==> src/rtl/shift_add_datapath.sv <==
// Datapath of the sequential shift-add unsigned multiplier: executes the
// control unit's per-cycle codes and captures the product on the rise of ready.
module shift_add_datapath #(
  parameter int n = 8
) (
  input  logic           clock,
  input  logic           reset,
  input  logic [n-1:0]   a,
  input  logic [n-1:0]   b,
  input  logic [1:0]     c_sh_rg,
  input  logic [1:0]     c_cnt,
  input  logic           ready,
  output logic           y,
  output logic [2*n-1:0] product,
  output logic           product_valid
);

  localparam logic [1:0] CODE_LOAD  = 2'd3;
  localparam logic [1:0] CODE_SHIFT = 2'd2;
  localparam logic [1:0] CODE_ADD   = 2'd2;

  logic [n-1:0]   sh_rg;
  logic [2*n-1:0] mcand;
  logic [2*n-1:0] acc;
  logic           ready_d;

  assign y = sh_rg[0];

  always_ff @(posedge clock) begin
    if (reset) begin
      sh_rg <= '0;
    end else if (c_sh_rg == CODE_LOAD) begin
      sh_rg <= b;
    end else if (c_sh_rg == CODE_SHIFT) begin
      sh_rg <= {1'b0, sh_rg[n-1:1]};
    end
  end

  // The add uses the pre-shift multiplicand, so bit i of b is weighted by a<<i.
  always_ff @(posedge clock) begin
    if (reset) begin
      acc <= '0;
    end else if (c_cnt == CODE_LOAD) begin
      acc <= '0;
    end else if (c_cnt == CODE_ADD) begin
      acc <= acc + mcand;
    end
  end

  always_ff @(posedge clock) begin
    if (reset) begin
      mcand <= '0;
    end else if (c_cnt == CODE_LOAD) begin
      mcand <= {{n{1'b0}}, a};
    end else if (c_sh_rg == CODE_SHIFT) begin
      mcand <= mcand << 1;
    end
  end

  // Capture on the rising edge of ready only; a long ready gives one strobe.
  always_ff @(posedge clock) begin
    if (reset) begin
      ready_d       <= 1'b0;
      product       <= '0;
      product_valid <= 1'b0;
    end else begin
      ready_d <= ready;
      if (ready && !ready_d) begin
        product       <= acc;
        product_valid <= 1'b1;
      end else begin
        product_valid <= 1'b0;
      end
    end
  end

endmodule
==> config.mk <==
export PLATFORM = sky130hd
export DESIGN_NAME = shift_add_datapath
export DESIGN_NICKNAME = d
export VERILOG_FILES = /design/src/rtl/shift_add_datapath.sv
export SDC_FILE = /design/constraint.sdc
export NUM_CORES = 1
export LEC_CHECK = 0
export ABC_AREA = 1
export CAP_MARGIN = 20
export CORE_MARGIN = 4
export CORE_UTILIZATION = 60
export CTS_CLUSTER_DIAMETER = 120
export DETAILED_ROUTE_END_ITERATION = 10
export DONT_BUFFER_PORTS = 1
export PLACE_DENSITY = 0.86
export SLEW_MARGIN = 0
export SYNTH_ARGS = -nofsm -noshare
export SYNTH_HDL_FRONTEND = slang
export SYNTH_SLANG_ARGS = --single-unit
==> constraint.sdc <==
create_clock -name clock -period 2.3 [get_ports clock]
set_input_delay 0.575 -clock clock [delete_from_list [all_inputs] [get_ports clock]]
set_output_delay 0.575 -clock clock [all_outputs]
set_load 0.02 [all_outputs]
==> metrics <==
outcome=completed; starting density of the core=between 60% and 70%; Max Used Layer=met4; Setup crit end kind=register; sequential share of the synthesized area=between 30% and 40%; Final Cycle Share=80.8%; commonest non-fill, non-tap cells in the layout=nand2_1, inv_1, dfxtp_1, nor2_1; die height=79.6 um; Routed wire per std cell=14.5 um; final instance area=about 0.0033 mm2; final setup fails=0; Synth area leaders=dfxtp_1, nand2_1, inv_1, nor2_1, ha_1; antenna-violating nets left=0; clk_lat worst skew=0.34 ns; Critical Path Fanout Max=3; Setup Fix Bufs, Post-CTS=0; CTS Root Cell=clkbuf_8; # IOs=around 40; H-Tree Depth=3; First DRT Iteration DRCs=between 200 and 250; M1 wire length=3250 um; clock-pin slew on the worst setup and hold paths=0.07 ns; crit path DAT=between 2 and 2.5 ns; first-pass GRT wire length=13000 um; post-CTS sizing=0; Vias/cell=about 5.6; Max-Cap Viols=0; CTS Buffer Depth=2; number of diodes=0; initial antenna violation count=0; Worst slew margin=52.9%; peak supply drop=between 600 and 700 uV; drc violations=0; HPWL after DPL=approximately 5400 um; post-synth net total=a little under 500; launching element type of the critical path=register; Core Area=around 0.0048 mm2; Clock Sink Count=slightly below 60; Vias=between 2000 and 3000; Hold Buf Count CTS=0; Min-Delay Path Class=in2reg; Syn Inst Count=about 450; most common cell after layout, fill and taps aside=nand2_1; synth unique cells=33; Syn. warnings=0; port buffer count=0; Placer Congestion=roughly 0.89; largest net degree at the start of global routing=28; Clock Skew=about 0.0065 ns; die area=between 0.006 and 0.007 mm2; Overflow after GRT=0; vias in the first global route=2903; Num CTS Buffers=9; setup_tns=0 ns; final-report hold violation count=0; Post-Syn Area per Cell=6.79 um2; share of post-route cells with drive strength above 1=under 10%; fmax=538 MHz; leak pwr=approximately 1.8 nW; Layout area overhead=8.71%; drt pass-1 iters=5; nets@finish=~500; GR Util All Layers=a little over a quarter; leading area contributor after synthesis=dfxtp_1; critical path type=reg2reg; placed cell area=between 0.003 and 0.004 mm2; Die W=between 70 and 80 um; worst slew pin tran=0.705 ns; Pwr Density=about 760 mW/mm2; fin crit period=around 1.9 ns; final WL=7640 um; register bit total from synthesis=slightly below 60; Crit path required time=2.54 ns; post-synth top area share=between 30% and 40%; Rows=25; CTS tree=done; pins over their slew limit=0; WL met2=between 3000 and 4000 um; Post-Syn Area=around 0.0031 mm2; RSZ-0062 raised after global routing=false; DR WL met3=~670 um
-- per-stage QoR --
step | util, % | cells | worst slack, ns | power, mW | hold WS, ns
after detailed placement | 64.4 | 512 | 0.524 | 1.49 | 0.456
final | 69.0 | 528 | 0.441 | 2.53 | 0.297
after floorplan | - | 453 | 0.645 | 1.41 | 0.443
after CTS | 69.0 | 528 | 0.463 | 2.52 | 0.291
after global placement | 64.4 | 512 | 0.580 | 1.48 | 0.448
after global routing | 69.0 | 528 | 0.266 | 2.63 | 0.283
-- layout make-up --
class,instances,area [um2]
timing repair buffer,3,22.5
inverter,85,323
sequential,58,1160
clock buffer,11,141
tap,67,83.8
clock inverter,5,77.6
multi-input combinational,299,1530
fill,392,1510
-- Yosys cell counts, drive strengths merged --
cell type,n
a221oi,1
nand3,16
o21bai,1
nand4,1
buf,8
clkbuf,3
xor2,6
a21oi,33
a31o,1
fa,1
clkinv,1
o21ai,34
nor3,8
o221ai,9
dfxtp,58
ha,15
inv,84
or2,2
nand3b,2
and2,2
o211ai,2
xnor2,2
nand2,107
nor2,56
-- cell families (layout without fill, tap and decap cells) --
kind of cell             after synthesis  count (layout)  synth area share, %
XOR/XNOR                               8               8                 2.28
AO/OA/AOI/OAI                         81              81                 14.9
AND/OR/NAND/NOR                      194             194                 26.0
buffers and inverters                 96             104                 12.4
adder cells (fa/ha/maj)               16              16                 6.75
flip-flops                            58              58                 37.8
-- layer usage --
layer  track usage [%]  up-vias
met5                 0        -
met2              44.1      149
li1                  -     1431
met1              31.8     1383
met3              7.22       19
met4              9.79        0
-- sequential cells by signal, summed over array words and instances, names as in the netlist --
register / cells
acc: 16
mcand: 16
product: 16
sh_rg: 8
product_valid: 1
ready_d: 1
-- path summary, 6_finish.rpt --
path                                             from                     to  slack [ns]  depth (start not counted)
worst max-delay path            mcand[0]$_SDFFE_PP0P_    acc[8]$_SDFFE_PP0N_        0.44                         11
worst min-delay path                            reset  mcand[1]$_SDFFE_PP0P_        0.30                          1
worst max register to register  mcand[0]$_SDFFE_PP0P_    acc[8]$_SDFFE_PP0N_        0.44                         11
worst min register to register  sh_rg[7]$_SDFFE_PP0P_  sh_rg[7]$_SDFFE_PP0P_        0.46                          2
-- where the power goes --
part / internal [mW] / total, mW / switching, mW
combinational: 0.118 / 0.337 / 0.218
clock: 0.636 / 1.04 / 0.405
sequential: 1.07 / 1.15 / 0.0754
total: 1.83 / 2.53 / 0.699
-- critical path: stages, from the launching register on --
cell     delay, ns
dfxtp_1       0.33
ha_1          0.22
fa_1          0.41
nand2_1       0.09
nand2_1       0.06
and2_1        0.17
nand2_1       0.07
nand2_1       0.07
xnor2_1       0.17
nand2_1       0.07
nand2_1       0.06
inv_1         0.04
Note: power is estimated with default switching activity, not from simulation.
